==> src/rtl/player_executor.sv <==
`default_nettype none
// ============================================================================
// Module   : player_executor
// Brief    : Applies DODGE-page player ops (move/damage/heal/set-HP/centre),
//            owns soul position, HP and the post-hit invulnerability window.
// Revision : 1.0 - initial release
// ============================================================================
module player_executor #(
    parameter int X_MIN         = 220,
    parameter int X_MAX         = 420,
    parameter int Y_MIN         = 260,
    parameter int Y_MAX         = 420,
    parameter int STEP          = 2,
    parameter int MOVE_DIV      = 250000,
    parameter int IFRAME_CYCLES = 50000000,
    parameter int MAX_HP        = 100
) (
    input  logic        clk,
    input  logic        rst_n,
    input  logic [15:0] instr,
    input  logic        is_move,
    output logic [9:0]  player_x,
    output logic [9:0]  player_y,
    output logic [7:0]  player_hp,
    output logic        is_death,
    output logic        invuln,
    output logic        hp_ack
);

    localparam int c_MW = ($clog2(MOVE_DIV) < 1) ? 1 : $clog2(MOVE_DIV);
    localparam int c_IW = ($clog2(IFRAME_CYCLES) < 1) ? 1 : $clog2(IFRAME_CYCLES);

    localparam logic [c_MW-1:0] c_MOVE_LAST = c_MW'(MOVE_DIV - 1);
    localparam logic [c_IW-1:0] c_IFR_LAST  = c_IW'(IFRAME_CYCLES - 1);

    localparam logic [9:0] c_X_MIN = 10'(X_MIN);
    localparam logic [9:0] c_X_MAX = 10'(X_MAX);
    localparam logic [9:0] c_Y_MIN = 10'(Y_MIN);
    localparam logic [9:0] c_Y_MAX = 10'(Y_MAX);
    localparam logic [9:0] c_X_CTR = 10'((X_MIN + X_MAX) / 2);
    localparam logic [9:0] c_Y_CTR = 10'((Y_MIN + Y_MAX) / 2);
    localparam logic [9:0] c_STEP  = 10'(STEP);
    localparam logic [7:0] c_HPMAX = 8'(MAX_HP);

    localparam logic [1:0] c_ST_ALIVE  = 2'd0;
    localparam logic [1:0] c_ST_IFRAME = 2'd1;
    localparam logic [1:0] c_ST_DEAD   = 2'd2;

    localparam logic [3:0] c_OP_HPY = 4'h1;
    localparam logic [3:0] c_OP_DPY = 4'h2;
    localparam logic [3:0] c_OP_IDG = 4'h3;
    localparam logic [3:0] c_OP_MOV = 4'h5;
    localparam logic [3:0] c_OP_SHP = 4'h6;

    logic [1:0]      r_state, w_state_nxt;
    logic [9:0]      r_x, w_x_nxt;
    logic [9:0]      r_y, w_y_nxt;
    logic [7:0]      r_hp, w_hp_nxt;
    logic [c_MW-1:0] r_mcnt, w_mcnt_nxt;
    logic [c_IW-1:0] r_icnt, w_icnt_nxt;
    logic            r_death, r_invuln, r_ack, w_ack_nxt;

    logic [3:0] w_op;
    logic [7:0] w_operand;
    logic [8:0] w_hp_sum;
    logic [9:0] w_x_dn, w_x_up, w_y_dn, w_y_up;
    logic       w_live;
    logic       w_unused;

    assign w_op      = instr[15:12];
    assign w_operand = instr[11:4];
    assign w_unused  = ^instr[3:0];
    assign w_live    = (r_state != c_ST_DEAD);
    assign w_hp_sum  = {1'b0, r_hp} + {1'b0, w_operand};

    // Clamp checks done before subtracting so positions never wrap below zero
    assign w_x_dn = ({1'b0, r_x} < 11'(X_MIN + STEP)) ? c_X_MIN : (r_x - c_STEP);
    assign w_y_dn = ({1'b0, r_y} < 11'(Y_MIN + STEP)) ? c_Y_MIN : (r_y - c_STEP);
    assign w_x_up = (({1'b0, r_x} + 11'(STEP)) > 11'(X_MAX)) ? c_X_MAX : (r_x + c_STEP);
    assign w_y_up = (({1'b0, r_y} + 11'(STEP)) > 11'(Y_MAX)) ? c_Y_MAX : (r_y + c_STEP);

    always_comb begin
        w_state_nxt = r_state;
        w_x_nxt     = r_x;
        w_y_nxt     = r_y;
        w_hp_nxt    = r_hp;
        w_mcnt_nxt  = '0;
        w_icnt_nxt  = r_icnt;
        w_ack_nxt   = 1'b0;

        if (r_state == c_ST_IFRAME) begin
            if (r_icnt == c_IFR_LAST) begin
                w_state_nxt = c_ST_ALIVE;
                w_icnt_nxt  = '0;
            end else begin
                w_icnt_nxt = r_icnt + 1'b1;
            end
        end

        if (w_op == c_OP_MOV && is_move && w_live) begin
            if (r_mcnt == c_MOVE_LAST) begin
                case (w_operand)
                    8'd0:    w_y_nxt = w_y_dn;
                    8'd1:    w_x_nxt = w_x_dn;
                    8'd2:    w_y_nxt = w_y_up;
                    8'd3:    w_x_nxt = w_x_up;
                    default: ;
                endcase
            end else begin
                w_mcnt_nxt = r_mcnt + 1'b1;
            end
        end

        case (w_op)
            c_OP_HPY: begin
                if (r_state == c_ST_ALIVE) begin
                    w_hp_nxt    = (w_hp_sum > {1'b0, c_HPMAX}) ? c_HPMAX : w_hp_sum[7:0];
                    w_ack_nxt   = 1'b1;
                    w_state_nxt = c_ST_IFRAME;
                    w_icnt_nxt  = '0;
                end
            end
            c_OP_DPY: begin
                if (r_state == c_ST_ALIVE) begin
                    w_ack_nxt = 1'b1;
                    if (w_operand >= r_hp) begin
                        w_hp_nxt    = 8'd0;
                        w_state_nxt = c_ST_DEAD;
                    end else begin
                        w_hp_nxt    = r_hp - w_operand;
                        w_state_nxt = c_ST_IFRAME;
                        w_icnt_nxt  = '0;
                    end
                end
            end
            c_OP_SHP: begin
                w_hp_nxt    = (w_operand > c_HPMAX) ? c_HPMAX : w_operand;
                w_ack_nxt   = 1'b1;
                w_icnt_nxt  = '0;
                w_state_nxt = (w_operand != 8'd0) ? c_ST_ALIVE : c_ST_DEAD;
            end
            c_OP_IDG: begin
                if (w_live) begin
                    w_x_nxt = c_X_CTR;
                    w_y_nxt = c_Y_CTR;
                end
            end
            default: ;
        endcase
    end

    always_ff @(posedge clk) begin
        if (!rst_n) begin
            r_state  <= c_ST_ALIVE;
            r_x      <= c_X_CTR;
            r_y      <= c_Y_CTR;
            r_hp     <= c_HPMAX;
            r_mcnt   <= '0;
            r_icnt   <= '0;
            r_death  <= 1'b0;
            r_invuln <= 1'b0;
            r_ack    <= 1'b0;
        end else begin
            r_state  <= w_state_nxt;
            r_x      <= w_x_nxt;
            r_y      <= w_y_nxt;
            r_hp     <= w_hp_nxt;
            r_mcnt   <= w_mcnt_nxt;
            r_icnt   <= w_icnt_nxt;
            r_death  <= (w_state_nxt == c_ST_DEAD);
            r_invuln <= (w_state_nxt == c_ST_IFRAME);
            r_ack    <= w_ack_nxt;
        end
    end

    assign player_x  = r_x;
    assign player_y  = r_y;
    assign player_hp = r_hp;
    assign is_death  = r_death;
    assign invuln    = r_invuln;
    assign hp_ack    = r_ack;

endmodule
`default_nettype wire

==> config.mk <==
export PLATFORM = sky130hd
export DESIGN_NAME = player_executor
export DESIGN_NICKNAME = d
export VERILOG_FILES = /design/src/rtl/player_executor.sv
export SDC_FILE = /design/constraint.sdc
export NUM_CORES = 1
export LEC_CHECK = 0
export BUFFER_PORTS_ARGS = -buffer_cell sky130_fd_sc_hd__buf_4
export CORE_MARGIN = 1
export CORE_UTILIZATION = 25
export DETAILED_ROUTE_END_ITERATION = 8
export GPL_TIMING_DRIVEN = 0
export MAX_ROUTING_LAYER = met4
export PLACE_DENSITY = 0.41
export SETUP_SLACK_MARGIN = 0.4
export SLEW_MARGIN = 20
export SYNTH_ARGS = -nofsm -noshare
export SYNTH_HDL_FRONTEND = slang
export SYNTH_SLANG_ARGS = --single-unit
==> constraint.sdc <==
create_clock -name clk -period 6.95 [get_ports clk]
set_clock_uncertainty 0.2 [all_clocks]
set_input_delay 1.39 -clock clk [delete_from_list [all_inputs] [get_ports clk]]
set_output_delay 1.39 -clock clk [all_outputs]
set_load 0.02 [all_outputs]
# Word level (Yosys, flattened, before mapping)
# Index checks and enable logic that the tools add are counted.
[op_classes]
n_addsub = 10
magnitude_cmp = 7
eq_ne = 16
mux = 35
n_bitwise = 2
n_reduce_logical = 9
[ops]
columns = ["cell", "count"]
rows = [
  ["two-way mux 26 bit", 5],
  ["two-way mux 10 bit", 12],
  ["one-hot mux 26 bit (3 select lines)", 1],
  ["two-way mux 8 bit", 5],
  ["one-hot mux 10 bit (2 select lines)", 2],
  ["adder 26 x 1 -> 26 bit (second input constant)", 1],
  ["== test 26 bit (second input constant)", 1],
  ["one-hot mux 8 bit (3 select lines)", 1],
  ["adder 10 x 2 -> 11 bit (second input constant)", 2],
  ["greater-than comparator 11 x 9 -> 1 bit (second input constant)", 2],
  ["adder 10 x 2 -> 10 bit (second input constant)", 2],
  ["subtractor 10 x 2 -> 10 bit (second input constant)", 2],
  ["adder 18 x 1 -> 18 bit (second input constant)", 1],
  ["== test 18 bit (second input constant)", 1],
  ["== test 8 x 2 -> 1 bit (second input constant)", 2],
  ["two-way mux 2 bit", 6],
  ["< comparator 10 x 8 -> 1 bit (second input constant)", 1],
  ["< comparator 10 x 9 -> 1 bit (second input constant)", 1],
  ["adder 8 x 8 -> 9 bit", 1],
  ["greater-than comparator 9 x 7 -> 1 bit (second input constant)", 1],
  ["== test 4 x 2 -> 1 bit (second input constant)", 2],
  ["== test 4 x 3 -> 1 bit (second input constant)", 2],
  ["== test 8 x 1 -> 1 bit (second input constant)", 1],
  ["greater-or-equal comparator 8 bit", 1],
  ["other kinds (18)", 23],
]
[word_totals]
reg_bits = 77
out_inout_bits = 31
word_cells = 88

# Longest topological paths before layout
# Gate-level depths: netlist (run 1).
[depth]
ltp_word = 8
ltp_mapped = 11
mapped_depth_nobuf = 10

# Worst setup path before layout (run 1)
# No wires, ideal clock.
[synth_path]
kind = "input-to-reg"
from = "input instr[5]"
to = "register r_icnt[10]"
setup_time_ns = 0.065
arrival_ns = 3.882
slack_ns = 2.803
cell_stages = 10
n_path_buf = 2
path_cell_list = "clkbuf_1 -> clkinv_1 -> fa_1 -> a211oi_1 -> o21ai_0 -> o211ai_1 -> nor3b_1 -> o211ai_1 -> clkbuf_1 -> nor2_1"
[synth_between]
elab_chain_len = 4
[synth_rtl]
columns = ["item", "line_no", "rtl"]
rows = [
  ["start: declaration", "20", "input logic [15:0] instr,"],
  ["greater-or-equal comparator 8 bit", "126", "if (w_operand >= r_hp) begin"],
  ["two-way mux 26 bit", "126", ""],
  ["two-way mux 26 bit", "124", "if (r_state == c_ST_ALIVE) begin"],
  ["one-hot mux 26 bit (3 select lines)", "114", "case (w_op)"],
  ["end signal: assignment", "169", "r_icnt <= w_icnt_nxt;"],
  ["end: declaration", "60", "logic [c_IW-1:0] r_icnt, w_icnt_nxt;"],
]
# Every way passes these cells.
# A chain may end at the register's enable or synchronous reset.

# Final worst setup path (run 1)
[layout_path]
from = "input instr[5]"
to = "register r_icnt[21]"
# Same word-level chain as after synthesis.

==> run_results.csv, run 1 <==
group,metric,value,unit
run_status,run_status,"completed",
sta,layout_worst_path_cycle_share,0.7210,
die,std_cell_rows,54,
synthesis,netlist.top_cell.by_area,"dfxtp_1",
global_routing,grt_pass1_wl,27610,um
drt,dr_total_vias,5433,
drt,post_dr_vias_cell,5.068,
cts,ctsRootBufferMaster,"clkbuf_16",
cts,cts_tree,"yes",
synthesis,cell_with_the_most_instances_after_synthesis,"nor2_1",
cts,cts_buffer_depth,2,
sta,maxSlewViolCount,0,
synthesis,yosysWarnings,0,
drt,remaining_drc_errors,0,
drt,detailedRoute.firstPassIterationCount,5,
layout,final_layout_size_suffix_gt1_frac,0.1073,
cts,cts_inserted_buffers,9,
sta,max_slew_margin,0.3252,
synthesis,netlist_instances,732,
layout,antennaDiodeCount,0,
global_routing,groute.usage.overall,0.1598,
worst_setup_path,critical_path_fanouts_max,12,
sta,final_hold_viols,0,
die,die_height,151.5,um
die,top_level_ports,50,
global_routing,grt_overflow_total,0,
synthesis,share_of_the_synthesized_area_in_the_top_cell_type,0.2760,
placed_design,dpl.hpwl,12910,um
cts,numClockSinks,77,
layout,finalCoreUtilization,0.3005,
power,worst_ir_drop_vdd,0.0001137,V
layout,area_overhead_of_the_layout_relative_to_synthesis,17.79,%
cts,cts.repair_timing.setup_buffer_count,0,
cts,cts.hold.buffers_added,0,
die,dieWidth,151.5,um
placed_design,detailed_place.area,6271,sq um
worst_setup_path,worstSetupPathType,"in -> reg",
power,leakagePower,0.002338,uW
global_routing,number_of_global_route_vias_before_repair,5178,
sta,transition_time_at_the_pin_with_the_least_slew_margin,1.003,ns
die,floorplan.core_area,21890,sq um
cts,cts_repair_resize_count,0,
worst_setup_path,crit_required,7.03,ns
worst_hold_path,min_path_type,"reg -> reg",
worst_setup_path,cp-start-kind,"primary input",
drt,met3_length,528,um
drt,m1WireLength,7796,um
worst_setup_path,arrival_time_reported_for_the_critical_path_endpoint,5.09,ns
cts,clkLatencyLatePin,0.35,ns
sta,timing.final.crit_period,5.011,ns
layout,number_of_nets_at_the_end_of_the_flow,832,
drt,drt-wirelength-per-cell,15.83,um
cts,clkTransAtPathRegs,0.06,ns
worst_setup_path,timing.critical_path.slowest_cell_delay,0.63,ns
sta,max_clock_freq,199.6,MHz
sta,timing.final.setup_violations,0,
drt,drt_first_iter_violations,287,
synthesis,synth.top_cells.by_count,"87 x nor2_1, 77 x dfxtp_1, 64 x nand2_1",
sta,grt_setup_unrepaired,"no",
die,initial_core_util,0.2551,
placed_design,port_buffers,44,
worst_setup_path,crit_slowest_cell,"fa_1",
global_routing,grt_start_max_net_pins,16,
drt,wirelength,16970,um
placed_design,dp_worst_setup_slack,1.492,ns
drt,drt.antenna.violating_nets,0,
global_routing,grt_antenna_before_repair,0,
worst_setup_path,worstSetupEndpointType,"flop",
layout,design_area,6578,sq um
synthesis,synthesized_area_divided_by_synthesized_cell_count,7.629,sq um
placed_design,gp_congestion,0.8343,
synthesis,synth_async_sr_flop_share,0,
cts,h-tree-depth,3,
sta,setup_ws,1.939,ns
synthesis,synth.yosys.seq_area_share,0.2760,
synthesis,synthTopCellsByArea,"dfxtp_1 28%, nor2_1 5.8%, xor2_1 5.5%",
synthesis,flops_latches_synth,77,
worst_setup_path,worstPathCellList,"buf_4 -> clkbuf_1 -> clkinv_1 -> fa_1 -> a211oi_1 -> o21ai_0 -> o211ai_1 -> nor3b_1 -> o211ai_1 -> clkbuf_1 -> nor2_1",
sta,final.setup.tns,0,ns
die,die-area,22940,sq um
drt,met2WireLength,8269,um
job,drv.max_cap_violation_count,0,
drt,dr.max_layer_used,"met4",
power,powerDensity,166.4,nW/um^2
synthesis,count_of_flip_flops_with_a_built_in_enable_after_synthesis,0,
synthesis,syn_area,5584,sq um
synthesis,postSynth.topFlopCell,"dfxtp_1",
synthesis,synth_nets,777,
synthesis,netlist-cell-type-count,72,
-- stage by stage --
| step | instances | hold WS (ns) | total power (uW) |
|---|---|---|---|
| 5_1_grt | 1072 | 0.2746 | 1151 |
| 3_3_place_gp | 1056 | 0.2374 | 607.5 |
| 3_5_place_dp | 1056 | 0.2481 | 605.0 |
| 2_1_floorplan | 732 | 0.2176 | 555.6 |
| 4_1_cts | 1072 | 0.2625 | 1116 |
| 6_report | 1072 | 0.2526 | 1094 |
-- placed cells by master (no fill, tap or decap), types with 7 or more instances in the layout --
| cell | count |
|---|---|
| nand2_1 | 64 |
| buf_4 | 44 |
| nor4_1 | 12 |
| and3_1 | 19 |
| nand3_1 | 32 |
| xor2_1 | 35 |
| a21oi_1 | 34 |
| and2_1 | 7 |
| ha_1 | 24 |
| o21ai_0 | 27 |
| dfxtp_1 | 77 |
| nor2_1 | 87 |
| or3_1 | 8 |
| o31ai_1 | 12 |
| xnor2_1 | 22 |
| or2_2 | 7 |
| inv_1 | 30 |
| a211oi_1 | 14 |
| nor3_1 | 16 |
| clkbuf_16 | 9 |
| nor3b_1 | 8 |
| clkbuf_1 | 34 |
| nor2b_1 | 7 |
| nand2b_1 | 9 |
| nand4_1 | 20 |
-- per-layer routing --
metal  global-route usage  vias to the layer above
li1                     -                     2780
met1               0.1956                     2531
met2               0.2642                       95
met3              0.02695                       27
met4              0.05550                        0
met5                    -                        -
-- path summary, 6_finish.rpt --
check / startpoint / cells after the start / endpoint / slack, ns
worst min register to register: r_mcnt[0]$_SDFF_PP0_ / 1 / r_mcnt[0]$_SDFF_PP0_ / 0.25
worst min-delay path: r_mcnt[0]$_SDFF_PP0_ / 1 / r_mcnt[0]$_SDFF_PP0_ / 0.25
worst max-delay path: instr[5] / 11 / r_icnt[21]$_SDFF_PN0_ / 1.94
worst max register to register: player_hp[0]$_SDFFE_PN0P_ / 11 / r_icnt[21]$_SDFF_PN0_ / 3.64
-- power breakdown --
group | internal (uW) | total [uW] | switching [uW]
Clock | 284 | 500 | 215
Combinational | 53.2 | 144 | 90.6
Sequential | 446 | 451 | 5.46
Total | 783 | 1090 | 311
-- layout make-up --
cell class                      count  area [sq um]
Sequential cell                    77          1541
Tap cell                          280         350.3
Clock inverter                      7         81.33
Clock buffer                        9         225.2
Fill cell                        2429         15310
Buffer                             41         161.4
Multi-Input combinational cell    583          3771
Timing Repair Buffer               44         330.3
Inverter                           31         116.4
-- worst max-delay path: cells and delay by family --
| family | cells | cell delay (ns) |
|---|---|---|
| AND/OR/NAND/NOR | 2 | 0.44 |
| buffers and inverters | 4 | 1.39 |
| adder cells (fa/ha/maj) | 1 | 0.63 |
| AO/OA/AOI/OAI | 4 | 1.21 |
-- logic make-up (layout without fill, tap and decap cells) --
logic type | count (synthesis) | count (layout) | share of synthesized area
simple gates | 332 | 332 | 0.3146
compound gates | 163 | 163 | 0.2001
mux | 5 | 5 | 0.009187
fa+ha+maj | 26 | 26 | 0.06095
buf+inv | 72 | 132 | 0.04974
xor+xnor | 57 | 57 | 0.08940
flops | 77 | 77 | 0.2760
Note: power is estimated with default switching activity, not from simulation.
==> run 2: changes to the inputs <==
clock period = 4.9 ns   (was 6.95 ns; I/O delays follow)
==> run 2 against run 1 <==
Against the previous run: combinational power up 42%; first-iteration DRC count unchanged; utilization about the same; die area unchanged; wire length down 0.15%; global-route usage unchanged; power up 42%; via count about the same; worst setup slack worse by 1.1 ns.
==> run_results.csv, run 2 (same netlist as run 1, synthesis figures left out) <==
group,metric,value,unit
power,worst_ir_drop_vdd,0.0001612,V
worst_setup_path,arrival_time_reported_for_the_critical_path_endpoint,4.14,ns
cts,cts_inserted_buffers,9,
layout,area_overhead_of_the_layout_relative_to_synthesis,17.84,%
die,die_height,151.5,um
drt,post_dr_vias_cell,5.064,
global_routing,grt_start_max_net_pins,16,
layout,finish.cell_count_without_fillers,1072,
placed_design,place.detailed.instances,1056,
sta,final_hold_viols,0,
die,initial_core_util,0.2551,
worst_setup_path,worstSetupPathType,"in -> reg",
drt,wirelength,16950,um
global_routing,grt_pass1_wl,27610,um
die,top_level_ports,50,
cts,cts_repair_resize_count,1,
layout,mostFrequentLayoutCell,"nor2_1",
layout,final_layout_size_suffix_gt1_frac,0.1098,
drt,detailedRoute.firstPassIterationCount,5,
drt,remaining_drc_errors,0,
placed_design,gp_congestion,0.8343,
power,leakagePower,0.002344,uW
worst_setup_path,critical_path_fanouts_max,12,
cts,numClockSinks,77,
layout,number_of_nets_at_the_end_of_the_flow,832,
sta,grt_setup_unrepaired,"no",
sta,timing.final.crit_period,4.060,ns
drt,dr_total_vias,5429,
global_routing,grt_antenna_before_repair,0,
worst_setup_path,worstSetupEndpointType,"flop",
placed_design,dpl.hpwl,12910,um
power,powerDensity,235.8,nW/um^2
drt,drt.antenna.violating_nets,0,
placed_design,port_buffers,44,
sta,layout_worst_path_cycle_share,0.8286,
cts,cts.hold.buffers_added,0,
layout,antennaDiodeCount,0,
die,std_cell_rows,54,
cts,h-tree-depth,3,
cts,clkTransAtPathRegs,0.06,ns
drt,drt-wirelength-per-cell,15.81,um
placed_design,dp_worst_setup_slack,-0.1476,ns
cts,ctsRootBufferMaster,"clkbuf_16",
sta,setup_ws,0.8398,ns
worst_setup_path,cp-start-kind,"primary input",
cts,clkLatencyLatePin,0.35,ns
sta,max_slew_margin,0.3252,
worst_hold_path,min_path_type,"reg -> reg",
cts,cts_buffer_depth,2,
die,dieWidth,151.5,um
run_status,run_status,"completed",
global_routing,grt_overflow_total,0,
global_routing,groute.usage.overall,0.1598,
sta,maxSlewViolCount,0,
sta,max_clock_freq,246.3,MHz
drt,drt_first_iter_violations,287,
cts,cts.repair_timing.setup_buffer_count,0,
power,total_power,1552,uW
global_routing,number_of_global_route_vias_before_repair,5178,
sta,transition_time_at_the_pin_with_the_least_slew_margin,1.003,ns
sta,timing.final.setup_violations,0,
die,floorplan.core_area,21890,sq um
worst_setup_path,crit_required,4.98,ns
job,drv.max_cap_violation_count,0,
layout,most-common-layout-cells,"87 x nor2_1, 77 x dfxtp_1, 64 x nand2_1, 44 x buf_4, 35 x xor2_1",
cts,cts_tree,"yes",
die,die-area,22940,sq um
==> run 2: cell type report <==
cell class              instances  area [sq um]
plain buffers                  41         162.7
clock buffers                   9         225.2
clock inverters                 7         81.33
fillers                      2427         15310
inverters                      31         117.6
multi-input cells             583          3771
flip-flops and latches         77          1541
well taps                     280         350.3
repair buffers                 44         330.3
==> run 2: critical path: stages <==
cell	delay (ns)
buf_4	0.08
clkbuf_2	0.26
clkinv_2	0.27
fa_1	0.54
a211oi_1	0.25
o21ai_0	0.19
o211ai_1	0.49
nor3b_1	0.29
o211ai_1	0.28
clkbuf_1	0.33
nor2_1	0.15
==> run 2: worst paths after layout <==
kind | startpoint | to | slack [ns] | cells after the start
min reg2reg | r_mcnt[0]$_SDFF_PP0_ | r_mcnt[0]$_SDFF_PP0_ | 0.25 | 1
max | instr[5] | r_icnt[21]$_SDFF_PN0_ | 0.84 | 11
min | r_mcnt[0]$_SDFF_PP0_ | r_mcnt[0]$_SDFF_PP0_ | 0.25 | 1
max reg2reg | player_hp[0]$_SDFFE_PN0P_ | r_icnt[21]$_SDFF_PN0_ | 1.58 | 11
==> run 2: metal layers <==
metal	up-vias	track usage	wire, um	part of all wire
met5	-	-	0	0
met4	0	0.05550	376	0.022
met3	27	0.02695	542	0.032
met2	97	0.2642	8242	0.49
met1	2522	0.1956	7785	0.46
li1	2783	-	-	-
==> run 2: power breakdown <==
group	internal, uW	switching, uW	total [uW]
combinational	75.7	128	204
clock	403	305	708
sequential	632	7.75	640
==> run 2: through the flow <==
step | utilization | TNS, ns | hold slack, ns | instance area [sq um]
floorplan | - | 0 | 0.2176 | 5584
global placement | 0.2862 | -3.717 | 0.2374 | 6265
detailed placement | 0.2865 | -2.695 | 0.2481 | 6271
CTS | 0.3005 | 0 | 0.2625 | 6579
global route | 0.3006 | 0 | 0.2746 | 6580
finish | 0.3006 | 0 | 0.2526 | 6580
==> run 3: changes to the inputs <==
ABC_AREA = 1   (was not set)
clock period = 3.8 ns   (was 4.9 ns; I/O delays follow)
==> run 3 against run 2 <==
Against the previous run: wire length decreased by 7.8%; clock power increased by 27%; via count decreased by 4.0%; cell count increased by 9.3%; non-clock buffer count decreased by 26; global-route usage decreased by 0.95 points; utilization increased by 0.34 points; area after synthesis decreased by 1.8%; power increased by 29%; register-to-register slack got worse by 0.41 ns; synthesized cell count increased by 14%.
==> run_results.csv, run 3 <==
group,metric,value,unit
global_routing,groute.usage.overall,0.1503,
layout,antennaDiodeCount,0,
synthesis,synth.yosys.seq_area_share,0.2812,
synthesis,netlist_instances,836,
cts,clkTransAtPathRegs,0.06,ns
sta,maxSlewViolCount,0,
synthesis,synthTopCellsByArea,"dfxtp_1 28%, nand2_1 12%, inv_1 8.3%",
synthesis,synth.top_cells.by_count,"173 x nand2_1, 121 x inv_1, 96 x nor2_1",
drt,wirelength,15620,um
die,dieWidth,150.1,um
synthesis,synth_async_sr_flop_share,0,
drt,dr_total_vias,5214,
cts,cts_tree,"yes",
cts,clkLatencyLatePin,0.35,ns
sta,timing.final.crit_period,2.739,ns
cts,cts.hold.buffers_added,0,
synthesis,yosysWarnings,0,
sta,grt_setup_unrepaired,"no",
cts,numClockSinks,77,
worst_setup_path,worstSetupPathType,"in -> reg",
global_routing,grt_pass1_wl,25770,um
drt,detailedRoute.firstPassIterationCount,4,
global_routing,grt_antenna_before_repair,0,
sta,final.setup.tns,0,ns
synthesis,share_of_the_synthesized_area_in_the_top_cell_type,0.2812,
placed_design,gp_congestion,0.7891,
worst_hold_path,min_path_type,"reg -> reg",
worst_setup_path,critical_path_fanouts_max,10,
sta,max_clock_freq,365.1,MHz
die,std_cell_rows,53,
worst_setup_path,arrival_time_reported_for_the_critical_path_endpoint,2.82,ns
die,initial_core_util,0.2576,
sta,final_hold_viols,0,
global_routing,grt_overflow_total,0,
placed_design,detailed_place.area,6165,sq um
die,top_level_ports,50,
synthesis,netlist-cell-type-count,50,
drt,post_dr_vias_cell,4.449,
job,drv.max_cap_violation_count,0,
cts,cts_inserted_buffers,9,
power,leakagePower,0.002792,uW
synthesis,netlist.top_cell.by_area,"dfxtp_1",
worst_setup_path,worstSetupEndpointType,"flop",
power,worst_ir_drop_vdd,0.0002275,V
sta,timing.final.setup_violations,0,
synthesis,count_of_flip_flops_with_a_built_in_enable_after_synthesis,0,
worst_setup_path,cp-start-kind,"primary input",
global_routing,number_of_global_route_vias_before_repair,4967,
layout,final_layout_size_suffix_gt1_frac,0.1483,
sta,transition_time_at_the_pin_with_the_least_slew_margin,0.6470,ns
synthesis,cell_with_the_most_instances_after_synthesis,"nand2_1",
synthesis,syn_area,5483,sq um
synthesis,synth_nets,881,
drt,drt-wirelength-per-cell,13.33,um
layout,number_of_nets_at_the_end_of_the_flow,937,
sta,max_slew_margin,0.5687,
die,floorplan.core_area,21290,sq um
layout,area_overhead_of_the_layout_relative_to_synthesis,18.03,%
layout,mostFrequentLayoutCell,"nand2_1",
die,die-area,22530,sq um
placed_design,port_buffers,45,
cts,h-tree-depth,3,
power,powerDensity,309.4,nW/um^2
placed_design,dpl.hpwl,12410,um
drt,remaining_drc_errors,0,
synthesis,flops_latches_synth,77,
cts,cts_repair_resize_count,0,
worst_setup_path,crit_required,3.89,ns
run_status,run_status,"completed",
cts,cts_buffer_depth,2,
drt,drt.antenna.violating_nets,0,
worst_setup_path,worst_r2r_startpoint,"player_hp[0]$_SDFFE_PN0P_",
worst_hold_path,critical_hold_path_startpoint,"r_mcnt[0]$_SDFF_PP0_",
synthesis,postSynth.topFlopCell,"dfxtp_1",
drt,drt_first_iter_violations,227,
sta,layout_worst_path_cycle_share,0.7208,
cts,cts.repair_timing.setup_buffer_count,0,
cts,ctsRootBufferMaster,"clkbuf_16",
layout,design_area,6471,sq um
worst_setup_path,setup.worst_path.start,"instr[5]",
die,die_height,150.1,um
global_routing,grt_start_max_net_pins,16,
synthesis,synthesized_area_divided_by_synthesized_cell_count,6.558,sq um
layout,most-common-layout-cells,"173 x nand2_1, 121 x inv_1, 96 x nor2_1, 77 x dfxtp_1, 58 x nand3_1",
[run 3: cell types whose count changed after synthesis, moves of 9 or more]
cell	previous run	this run
a211oi_1	14	3
a21oi_1	34	53
and3_1	19	1
clkbuf_1	34	3
inv_1	30	121
inv_2	0	15
nand2_1	64	173
nand2b_1	9	0
nand3_1	32	58
nor2_1	87	96
nor2_2	0	14
o21ai_0	27	41
xnor2_1	22	5
[run 3: path summary, 6_finish.rpt]
check	end	slack (ns)	cells past startpoint
max	r_icnt[21]$_SDFF_PN0_	1.06	13
min	r_mcnt[0]$_SDFF_PP0_	0.25	1
max reg2reg	player_hp[6]$_SDFFE_PN1P_	1.17	14
min reg2reg	r_mcnt[0]$_SDFF_PP0_	0.25	1
[run 3: logic make-up (layout without fill, tap and decap cells)]
family,after synthesis,after routing,share of synthesized area
adders and majority gates,26,26,0.06207
DFF,77,77,0.2812
xor gates and xnor gates,41,41,0.06549
buffers and inverters,152,213,0.1100
and+or+nand+nor,414,414,0.3494
AOI/OAI and AO/OA,126,126,0.1319
[run 3: cell type report]
| cell class | count | area, sq um |
|---|---|---|
| inverter | 138 | 520.5 |
| buffer | 14 | 82.58 |
| clock buffer | 9 | 225.2 |
| clock inverter | 7 | 81.33 |
| timing repair buffer | 45 | 337.8 |
| fill | 2390 | 14820 |
| tap | 275 | 344.1 |
| multi-input combinational | 607 | 3338 |
| sequential | 77 | 1541 |
[run 3: report_power, final]
| part | leakage (uW) | internal (uW) | switching (uW) |
|---|---|---|---|
| logic | 0.00203 | 95.4 | 179 |
| registers | 0.000622 | 816 | 12.2 |
| clock network | 0.000141 | 518 | 381 |
[run 3: routing by layer]
| metal | share of wire | global-route usage |
|---|---|---|
| met1 | 0.52 | 0.2080 |
| met2 | 0.44 | 0.2241 |
| met3 | 0.030 | 0.02879 |
| met4 | 0.011 | 0.03485 |
| met5 | 0 | - |
[run 3: per-stage QoR]
stage / std cells / util / hold WS, ns / setup WS (ns) / total power, uW
final: 1172 / 0.3040 / 0.2458 / 1.061 / 2002
after global routing: 1172 / 0.3040 / 0.2644 / 0.8479 / 2124
after CTS: 1172 / 0.3040 / 0.2530 / 1.046 / 2050
after detailed placement: 1156 / 0.2896 / 0.2431 / 0.6809 / 1122
after global placement: 1156 / 0.2896 / 0.2310 / 0.6777 / 1126
after floorplan: 836 / - / 0.2130 / 1.213 / 1031
[run 3: critical path, cell delays in order]
cell and delay, ns:
buf_4 0.11, inv_1 0.15, fa_1 0.49, a21oi_1 0.19, o21ai_2 0.10, nand2_1 0.07, nand3_1 0.15, nand3_1 0.11
nand2_1 0.08, nand2_1 0.10, nand3_2 0.15, buf_4 0.23, nor2_2 0.10
